<file path="config.mk">
export PLATFORM = sky130hd
export DESIGN_NAME = ascii_num_parser
export DESIGN_NICKNAME = d
export VERILOG_FILES = /design/src/rtl/ascii_num_parser.sv
export SDC_FILE = /design/constraint.sdc
export NUM_CORES = 1
export LEC_CHECK = 0
export CAP_MARGIN = 20
export CORE_MARGIN = 2
export CORE_UTILIZATION = 50
export CTS_CLUSTER_DIAMETER = 200
export DETAILED_ROUTE_END_ITERATION = 10
export PLACE_DENSITY_LB_ADDON = 0.2
export SLEW_MARGIN = 20
export SYNTH_ARGS = -nofsm -noshare
export SYNTH_HDL_FRONTEND = slang
export SYNTH_SLANG_ARGS = --single-unit
</file>
<file path="constraint.sdc">
create_clock -name clk -period 5.65 [get_ports clk]
set_input_delay 0.8475 -clock clk [delete_from_list [all_inputs] [get_ports clk]]
set_output_delay 0.8475 -clock clk [all_outputs]
set_load 0.02 [all_outputs]
</file>
<file path="src/rtl/ascii_num_parser.sv">
// ascii_num_parser: turns an ASCII character stream into number tokens.
//
// Each token carries {number, has_num, eol, last} and is queued in a small FIFO.
// Upstream handshake:   i_vld / o_stall (a character is consumed when i_vld && !o_stall).
// Downstream handshake: o_num_vld / i_num_stall (the head is popped when o_num_vld && !i_num_stall).
//
// Ports:
//   clk, rst            clock and asynchronous active-low reset
//   i_char/i_vld/i_last character input; i_last marks the final character of a stream
//   o_stall             character not accepted this cycle
//   o_num/o_has_num/o_eol/o_last/o_num_vld  FIFO head token (zero when the FIFO is empty)
//   i_num_stall         downstream backpressure
//   o_error             sticky flag for an illegal character or accumulator overflow
//
// Optional feature: define ADV_PARSER_SIGNED_EN to accept a leading '-' and emit
// two's-complement numbers. When it is not defined, '-' is an illegal character.
module ascii_num_parser #(
   parameter int unsigned NUM_W = 32,
   parameter int unsigned DEPTH = 4
) (
   input  logic             clk,
   input  logic             rst,
   input  logic [7:0]       i_char,
   input  logic             i_vld,
   input  logic             i_last,
   output logic             o_stall,
   output logic [NUM_W-1:0] o_num,
   output logic             o_has_num,
   output logic             o_eol,
   output logic             o_last,
   output logic             o_num_vld,
   input  logic             i_num_stall,
   output logic             o_error
);

   localparam int unsigned PtrW = $clog2(DEPTH);
   localparam int unsigned CntW = $clog2(DEPTH) + 1;
   localparam int unsigned TokW = NUM_W + 3;
   localparam logic [CntW-1:0] Full = CntW'(DEPTH);

   typedef enum logic [1:0] {StIdle, StNum, StNeg, StErr} state_e;

   state_e           state_q, state_d;
   logic [NUM_W-1:0] acc_q, acc_d;
   logic             neg_q, neg_d;
   logic [PtrW-1:0]  wr_ptr_q, rd_ptr_q;
   logic [CntW-1:0]  count_q;
   logic [TokW-1:0]  mem_q [DEPTH];

   logic             accept, pop, push, illegal;
   logic             is_digit, is_sep, is_nl, is_cr;
   logic [3:0]       digit;
   logic [NUM_W-1:0] acc_src;
   logic [NUM_W+3:0] mac;
   logic             ovf;
   logic [NUM_W-1:0] tok_num;
   logic             tok_has, tok_eol, tok_last;
   logic [TokW-1:0]  head;

   assign is_digit = (i_char >= 8'h30) && (i_char <= 8'h39);
   assign is_sep   = (i_char == 8'h20) || (i_char == 8'h2C);
   assign is_nl    = (i_char == 8'h0A);
   assign is_cr    = (i_char == 8'h0D);
   assign digit    = i_char[3:0];

   // Only a continuing number feeds the accumulator; a first digit starts from zero.
   assign acc_src = (state_q == StNum) ? acc_q : '0;
   assign mac     = {4'b0, acc_src} * (NUM_W + 4)'(10) + (NUM_W + 4)'(digit);

`ifdef ADV_PARSER_SIGNED_EN
   logic             is_minus, neg_cur;
   logic [NUM_W+3:0] lim;
   assign is_minus = (i_char == 8'h2D);
   assign neg_cur  = (state_q == StNeg) || ((state_q == StNum) && neg_q);
   // Negative numbers may reach one step further than positive ones.
   assign lim      = ((NUM_W + 4)'(1) << (NUM_W - 1)) - (neg_cur ? '0 : (NUM_W + 4)'(1));
   assign ovf      = mac > lim;
`else
   assign ovf      = |mac[NUM_W+3:NUM_W];
`endif

   // Stall from the registered count only; the error state swallows everything.
   assign o_stall = (state_q != StErr) && (count_q == Full);
   assign accept  = i_vld && !o_stall;
   assign pop     = o_num_vld && !i_num_stall;

   always_comb begin
      state_d  = state_q;
      acc_d    = acc_q;
      neg_d    = neg_q;
      push     = 1'b0;
      illegal  = 1'b0;
      tok_num  = '0;
      tok_has  = 1'b0;
      tok_eol  = 1'b0;
      tok_last = 1'b0;
      if (accept && (state_q != StErr)) begin
         if (state_q == StNeg && !is_digit) begin
            illegal = 1'b1;
         end else if (is_digit) begin
            if (ovf) begin
               illegal = 1'b1;
            end else begin
               acc_d   = mac[NUM_W-1:0];
               neg_d   = (state_q == StNeg) || ((state_q == StNum) && neg_q);
               state_d = StNum;
            end
         end else if (is_sep || is_nl) begin
            if (state_q == StNum) begin
               push    = 1'b1;
               tok_num = neg_q ? (NUM_W'(0) - acc_q) : acc_q;
               tok_has = 1'b1;
               tok_eol = is_nl;
            end else if (is_nl) begin
               push    = 1'b1;
               tok_eol = 1'b1;
            end
            state_d = StIdle;
            acc_d   = '0;
            neg_d   = 1'b0;
`ifdef ADV_PARSER_SIGNED_EN
         end else if (is_minus) begin
            if (state_q == StIdle) state_d = StNeg;
            else                   illegal = 1'b1;
`endif
         end else if (!is_cr) begin
            illegal = 1'b1;
         end

         if (illegal) begin
            push    = 1'b0;
            state_d = StErr;
         end else if (i_last) begin
            // End of stream closes whatever is pending, always with exactly one last token.
            if (!push) begin
               push    = 1'b1;
               tok_has = (state_d == StNum);
               tok_num = tok_has ? (neg_d ? (NUM_W'(0) - acc_d) : acc_d) : '0;
            end
            tok_eol  = 1'b1;
            tok_last = 1'b1;
            state_d  = StIdle;
            acc_d    = '0;
            neg_d    = 1'b0;
         end
      end
   end

   always_ff @(posedge clk or negedge rst) begin
      if (!rst) begin
         state_q  <= StIdle;
         acc_q    <= '0;
         neg_q    <= 1'b0;
         wr_ptr_q <= '0;
         rd_ptr_q <= '0;
         count_q  <= '0;
      end else begin
         state_q <= state_d;
         acc_q   <= acc_d;
         neg_q   <= neg_d;
         if (push) wr_ptr_q <= wr_ptr_q + PtrW'(1);
         if (pop)  rd_ptr_q <= rd_ptr_q + PtrW'(1);
         if (push && !pop)      count_q <= count_q + CntW'(1);
         else if (pop && !push) count_q <= count_q - CntW'(1);
      end
   end

   // Storage needs no reset: the head is masked while the FIFO is empty.
   always_ff @(posedge clk) begin
      if (push) mem_q[wr_ptr_q] <= {tok_num, tok_has, tok_eol, tok_last};
   end

   assign head      = mem_q[rd_ptr_q];
   assign o_num_vld = (count_q != '0);
   assign o_num     = o_num_vld ? head[TokW-1:3] : '0;
   assign o_has_num = o_num_vld && head[2];
   assign o_eol     = o_num_vld && head[1];
   assign o_last    = o_num_vld && head[0];
   assign o_error   = (state_q == StErr);

endmodule

</file>
After elaboration in Yosys (flattened, before gate mapping) --
Memory sizes are Yosys's and may differ from the RTL's. Cells that the tools add are included. Widths: inputs -> output; s select.
Operators by class: add/subtract/negate cells 7, multiply operators 1, order comparisons 2, eq/ne operators 10, muxes and demuxes 71, reduce and logical (&&, ||, !) cells 23
Operators by type and width (number):
- $mux 32 | 20
- $sub 1x32->32 const A | 2
- $mux 1 | 42
- $add 36x4->36 | 1
- $mul 32x3->35 const B | 1
- $eq 8x4->1 const B | 2
- $eq 8x6->1 const B | 2
- $mux 2 | 7
- $logic_and 1x1->1 | 12
- $ge 8x6->1 const B | 1
- $le 8x6->1 const B | 1
- $mux 3 | 2
- $logic_not 1->1 | 5
- $add 2x1->2 const B | 2
- $eq 2x1->1 const B | 2
- $eq 2x2->1 const B | 2
- $reduce_or 4->1 | 1
- $add 3x1->3 const B | 1
- $eq 3x3->1 const B | 1
- $logic_or 1x1->1 | 3
- $reduce_bool 3->1 | 1
- $sub 3x1->3 const B | 1
- $ne 2x2->1 const B | 1
- $reduce_bool 2->1 | 1
Word-level totals: register bits after elaboration 42, RAM bits 140, input port bits 13, output and inout bits 38, memories kept 1
Memory list:
- mem_q | depth 4, bits a word 35, rd ports 1, clocked after Yosys merged registers in 0, wr ports 1, RTL line 48 | logic [TokW-1:0] mem_q [DEPTH];

Logic depth before layout (Yosys ltp) --
depth in word-level cells 16, gate-level depth with buffers 29, gate-level depth less buffers 23

Worst setup path after synthesis --
Ideal clock, no wire load.
path kind reg-to-reg, start reg state_q[0], end mem mem_q[0][33] in the netlist's numbering, data pin, data arrival time 5.846 ns, required time 5.362 ns, path slack -0.484 ns, cell stages (with the launch flop) 29, buffers on the path 6, period minus slack after synthesis 6.134 ns, cell sequence dfrtp_1 -> nor2b_1 -> clkbuf_1 -> and2_1 -> ha_1 -> ha_1 -> buf_6 -> a21o_2 -> a31oi_2 -> o21ai_0 -> o21ai_0 -> or4b_4 -> nand4b_4 -> nor4_1 -> nand3_1 -> mux2_4 -> buf_6 -> buf_6 -> buf_2 -> and3_1 -> a21oi_1 -> ha_1 -> nor3b_1 -> nor2_1 -> and3b_1 -> buf_6 -> a31oi_1 -> xnor2_1 -> o22ai_1
On the way: word-level cells in the longest chain between the ends 16, elaborated cells on any way between the ends 48, those cells by class 2 x add/sub; 1 x mul; 4 x eq/ne; 33 x mux; 8 x reduce/logical
RTL lines:
- start, declared | RTL line 43 | state_e state_q, state_d;
- start signal, assigned | RTL line 151 | state_q <= StIdle;
- start signal, assigned | RTL line 158 | state_q <= state_d;
- $eq 2x1->1 | RTL line 67, 105, 109
- $mux 32 | RTL line 67 | assign acc_src = (state_q == StNum) ? acc_q : '0;
- $mul 32x3->35 | RTL line 68 | assign mac = {4'b0, acc_src} * (NUM_W + 4)'(10) + (NUM_W + 4)'(digit);
- $add 36x4->36 | RTL line 68
- $reduce_or 4->1 | RTL line 79 | assign ovf = |mac[NUM_W+3:NUM_W];
- $mux 32 | RTL line 101 | if (ovf) begin
- $mux 32 | RTL line 100 | end else if (is_digit) begin
- $mux 32 | RTL line 98 | if (state_q == StNeg && !is_digit) begin
- $mux 32 | RTL line 97 | if (accept && (state_q != StErr)) begin
- $sub 1x32->32 | RTL line 138 | tok_num = tok_has ? (neg_d ? (NUM_W'(0) - acc_d) : acc_d) : '0;
- $mux 32 (2 in series) | RTL line 138
- $mux 32 | RTL line 135 | if (!push) begin
- $mux 32 | RTL line 133 | end else if (i_last) begin
- $mux 32 | RTL line 130 | if (illegal) begin
- $mux 32 * | RTL line 97
- via tok_num[30] | RTL line 56 | logic [NUM_W-1:0] tok_num;
- end, declared | RTL line 48
The timed path passes the listed nets; every way through them passes the cells marked *. The select of a mux whose other input is x is not followed.

Worst setup path after layout --
start reg state_q[1], end mem mem_q[3][31] in the netlist's numbering, data pin
The elaborated chain is that of the path after synthesis.

==> impl_results.rst <==
.. list-table::
   :header-rows: 1

   * - Metric
     - Value
   * - Count of state elements after synthesis
     - 182
   * - Largest area contributor in the synthesized netlist
     - sky130_fd_sc_hd__edfxtp_1
   * - Worst path top cell family by delay
     - simple AND/OR/NAND/NOR gates
   * - Post-route cell area
     - 0.01813 mm2
   * - Most repeated cell in the gate-level netlist after synthesis
     - sky130_fd_sc_hd__edfxtp_1
   * - Non-filler instance count after layout
     - 1,941
   * - Post-Syn Instances
     - 1,297
   * - Highest-delay cell along the critical path
     - sky130_fd_sc_hd__dfrtp_1
   * - Number of antenna violations at the first check in global routing
     - 0
   * - Status
     - finished with violations
   * - Max Root-Sink Buffers
     - 2
   * - Final worst path period need
     - 5.841 ns
   * - Most used DFF post-synth
     - sky130_fd_sc_hd__edfxtp_1
   * - Type of the worst setup path
     - reg2reg
   * - Yosys warns
     - 0
   * - Layout-stage area growth over the synthesis result
     - 36.47%
   * - Global-route wire length before repair
     - 62,800 um
   * - Vias after detailed routing
     - 11,880
   * - Largest net degree at the start of global routing
     - 43
   * - Antenna diode count
     - 0
   * - Placed cells
     - 1,870
   * - Reg2Reg Capture Point
     - mem_q[3][31]$_DFFE_PP_
   * - Overall fraction of global-route tracks in use
     - 28.64%
   * - Post-route setup slack
     - -0.1907 ns
   * - Setup skew after layout
     - 0.01341 ns
   * - Number of I/O port buffers
     - 50
   * - Combined buffer and inverter count along the critical path
     - 5
   * - Placement-stage worst setup slack
     - -0.2495 ns
   * - Synth cell types
     - 101
   * - Max-cap viol count
     - 0
   * - Slowest stage delay, CP
     - 0.41 ns
   * - Half-perimeter wire length after placement
     - 29,580 um
   * - Biggest fanout along the worst timing path
     - 8
   * - Count of antenna-violating nets left after detailed routing
     - 0
   * - Cell Area, Synth
     - 0.01328 mm2
   * - Final-report hold violation count
     - 0
   * - Area used by multi-input combinational logic
     - 0.008712 mm2
   * - Number of buffers inserted by hold repair at cts
     - 0
   * - Number of buffers created by CTS
     - 17
   * - Worst hold path class
     - in2async
   * - Final sum of negative setup slack
     - -6.179 ns
   * - Average wire length per cell after detail routing
     - 21.42 um
   * - Number of nets in the synthesized netlist
     - 1,379
   * - Die area
     - 0.02789 mm2
   * - H-tree levels
     - 4
   * - Share of synthesized area spent on multiplexers
     - 7.536%
   * - Count of filler cells inserted in the layout
     - 1,923
   * - Share of cells above drive strength 1
     - 35.87%
   * - Fmax
     - 171.2 MHz
   * - Mean post-synth cell area
     - 10.24 um2
   * - Number of primary I/O pins
     - 51
   * - Failing checks
     - setup timing
   * - Post-route DRC
     - 0
   * - Vias in the first global route
     - 11,490
   * - Area share of xor/xnor cells in the synthesized design
     - 7.639%
   * - Initial cell density of the core
     - 50.97%
   * - Final wirelength
     - 41,580 um
   * - Via count normalized by instance count
     - 6.123
   * - Worst IR drop on VDD
     - 0.3032 mV
   * - CTS clk-pin slew, worst paths
     - 0.08 ns
   * - Worst reg2reg startpoint
     - state_q[1]$_DFFE_PN0P_
   * - Chip Height
     - 167.0 um
   * - Slew headroom
     - 58.69%
   * - Main area contributors after synthesis
     - sky130_fd_sc_hd__edfxtp_1 (32%), sky130_fd_sc_hd__dfrtp_1 (7.9%), sky130_fd_sc_hd__ha_1 (6.3%), sky130_fd_sc_hd__mux4_2 (5.9%), sky130_fd_sc_hd__xor2_1 (4.3%)
   * - CTS root buf
     - sky130_fd_sc_hd__clkbuf_16
   * - Share of synthesized cell area in full adder, half adder and majority cells
     - 6.688%
   * - R2R setup slack
     - -0.19 ns
   * - Part of the Yosys area used for sequential elements
     - 39.56%
   * - Pins over their slew limit
     - 0
   * - Core Area
     - 0.02606 mm2
   * - Top cells by instance count after synthesis
     - sky130_fd_sc_hd__edfxtp_1 (140), sky130_fd_sc_hd__nand2_1 (105), sky130_fd_sc_hd__o21ai_0 (78)
   * - Storage element area
     - 0.005256 mm2
   * - Crit path required time
     - 5.80 ns
   * - Total power divided by cell area
     - 298.9 mW/mm2
   * - Final setup viols
     - 84
   * - Total number of placement rows
     - 59
   * - Clock latency reported for the late side of the worst-skew pair
     - 0.44 ns
   * - RSZ-0062 raised after global routing
     - true
   * - Fraction of synthesized cell area taken by the top area cell type
     - 31.65%
   * - Post-synth EDFFs
     - 140
   * - Die outline width
     - 167.0 um
   * - Simple-Gate Fraction of Synth Area
     - 18.96%
   * - Clock tree from TritonCTS
     - done
   * - Setup crit start kind
     - flip-flop
   * - RD Place Congestion
     - 0.9485
   * - Total placed instance area
     - 0.01627 mm2
   * - Main combinational cell family by area after synthesis
     - simple AND/OR/NAND/NOR gates
   * - Async S/R FF share, synth
     - 23.08%
   * - Fraction of the mapped netlist area in compound gates
     - 16.15%
   * - Nets
     - 1,675
   * - Global route total overflow
     - 0
   * - DRC violation total after the first TritonRoute iteration
     - 1,195
   * - Sink count of the clock tree
     - 182
   * - Worst-Margin Slew
     - 0.6182 ns
   * - Endpoint class of the critical path
     - flip-flop
   * - Static leakage
     - 7.099 nW
   * - First-pass detailed-route iteration total
     - 7
   * - Data arrival time of the critical path
     - 5.99 ns
   * - Share of the cycle needed by the critical path after routing
     - 103.4%
   * - Worst r2r path cells
     - 26
==> final cells by class <==
| type | instances | area share, % |
|---|---|---|
| clock inverter | 15 | 0.8352 |
| tap | 335 | 2.312 |
| sequential | 182 | 29.00 |
| clock buffer | 17 | 2.347 |
| inverter | 26 | 0.5384 |
| timing repair buffer | 354 | 16.91 |
| multi-input combinational | 1012 | 48.06 |
==> cells by family (layout without fill, tap and decap cells) <==
| group | Yosys count | after routing |
|---|---|---|
| compound gates | 317 | 317 |
| xor+xnor | 115 | 115 |
| fa+ha+maj | 70 | 70 |
| buf+inv | 103 | 412 |
| flops | 182 | 182 |
| mux | 53 | 53 |
| simple gates | 457 | 457 |
==> metal layers <==
metal,routed length (um),GRT usage [%],vias up
met5,0,0,-
met4,1233,8.658,0
met3,2121,3.992,71
met2,20750,48.83,424
met1,17480,38.07,5886
li1,-,-,5503
==> placed cells by master, fill, tap and decap left out, drive strengths merged, types with 35 or more instances in the layout <==
master	instances
mux4	35
xnor2	49
and2	38
nor2b	42
xor2	66
clkdlybuf4s50	49
nand3	48
o21ai	83
dfrtp	42
nor2	72
inv	36
nand2	105
ha	67
a21oi	58
edfxtp	140
buf	300
==> worst max-delay path by stage <==
stage               slack (ns)  cells past startpoint                    from                endpoint
floorplan                -0.04                     28  state_q[0]$_DFFE_PN0P_  mem_q[0][33]$_DFFE_PP_
global placement         -0.14                     24  state_q[0]$_DFFE_PN0P_  mem_q[0][23]$_DFFE_PP_
detailed placement       -0.25                     24  state_q[0]$_DFFE_PN0P_  mem_q[0][23]$_DFFE_PP_
CTS                      -0.11                     26  state_q[1]$_DFFE_PN0P_  mem_q[2][23]$_DFFE_PP_
global route             -0.41                     26  state_q[1]$_DFFE_PN0P_  mem_q[3][31]$_DFFE_PP_
finish                   -0.19                     26  state_q[1]$_DFFE_PN0P_  mem_q[3][31]$_DFFE_PP_
==> what timing repair did <==
| item | in CTS | in global routing |
|---|---|---|
| cloned | 1 | 4 |
| endpoints found under the setup margin | 116 | 266 |
| gates resized for setup | 67 | 106 |
| pin swaps | 39 | 71 |
| buffers inserted | 16 | 23 |
==> where the power goes <==
group	switching [mW]	internal, mW	total [mW]	leakage [nW]
Clock	0.580	0.591	1.17	0.284
Sequential	0.0895	1.48	1.57	1.76
Combinational	1.41	1.27	2.68	5.05
Total	2.08	3.34	5.42	7.10
==> flip-flops by register name, indices dropped and copies added, names as in the netlist <==
signal    count
neg_q         1
count_q       3
mem_q       140
wr_ptr_q      2
acc_q        32
rd_ptr_q      2
state_q       2
==> through the flow <==
stage / util, % / hold slack, ns / power, mW
6_report: 69.56 / 0.4148 / 5.418
2_1_floorplan: - / 0.4636 / 3.068
4_1_cts: 66.51 / 0.5188 / 5.286
3_5_place_dp: 62.44 / 0.5050 / 3.966
5_1_grt: 69.56 / 0.4579 / 5.648
3_3_place_gp: 62.44 / 0.5002 / 3.946
(Power assumes the default switching activity.)
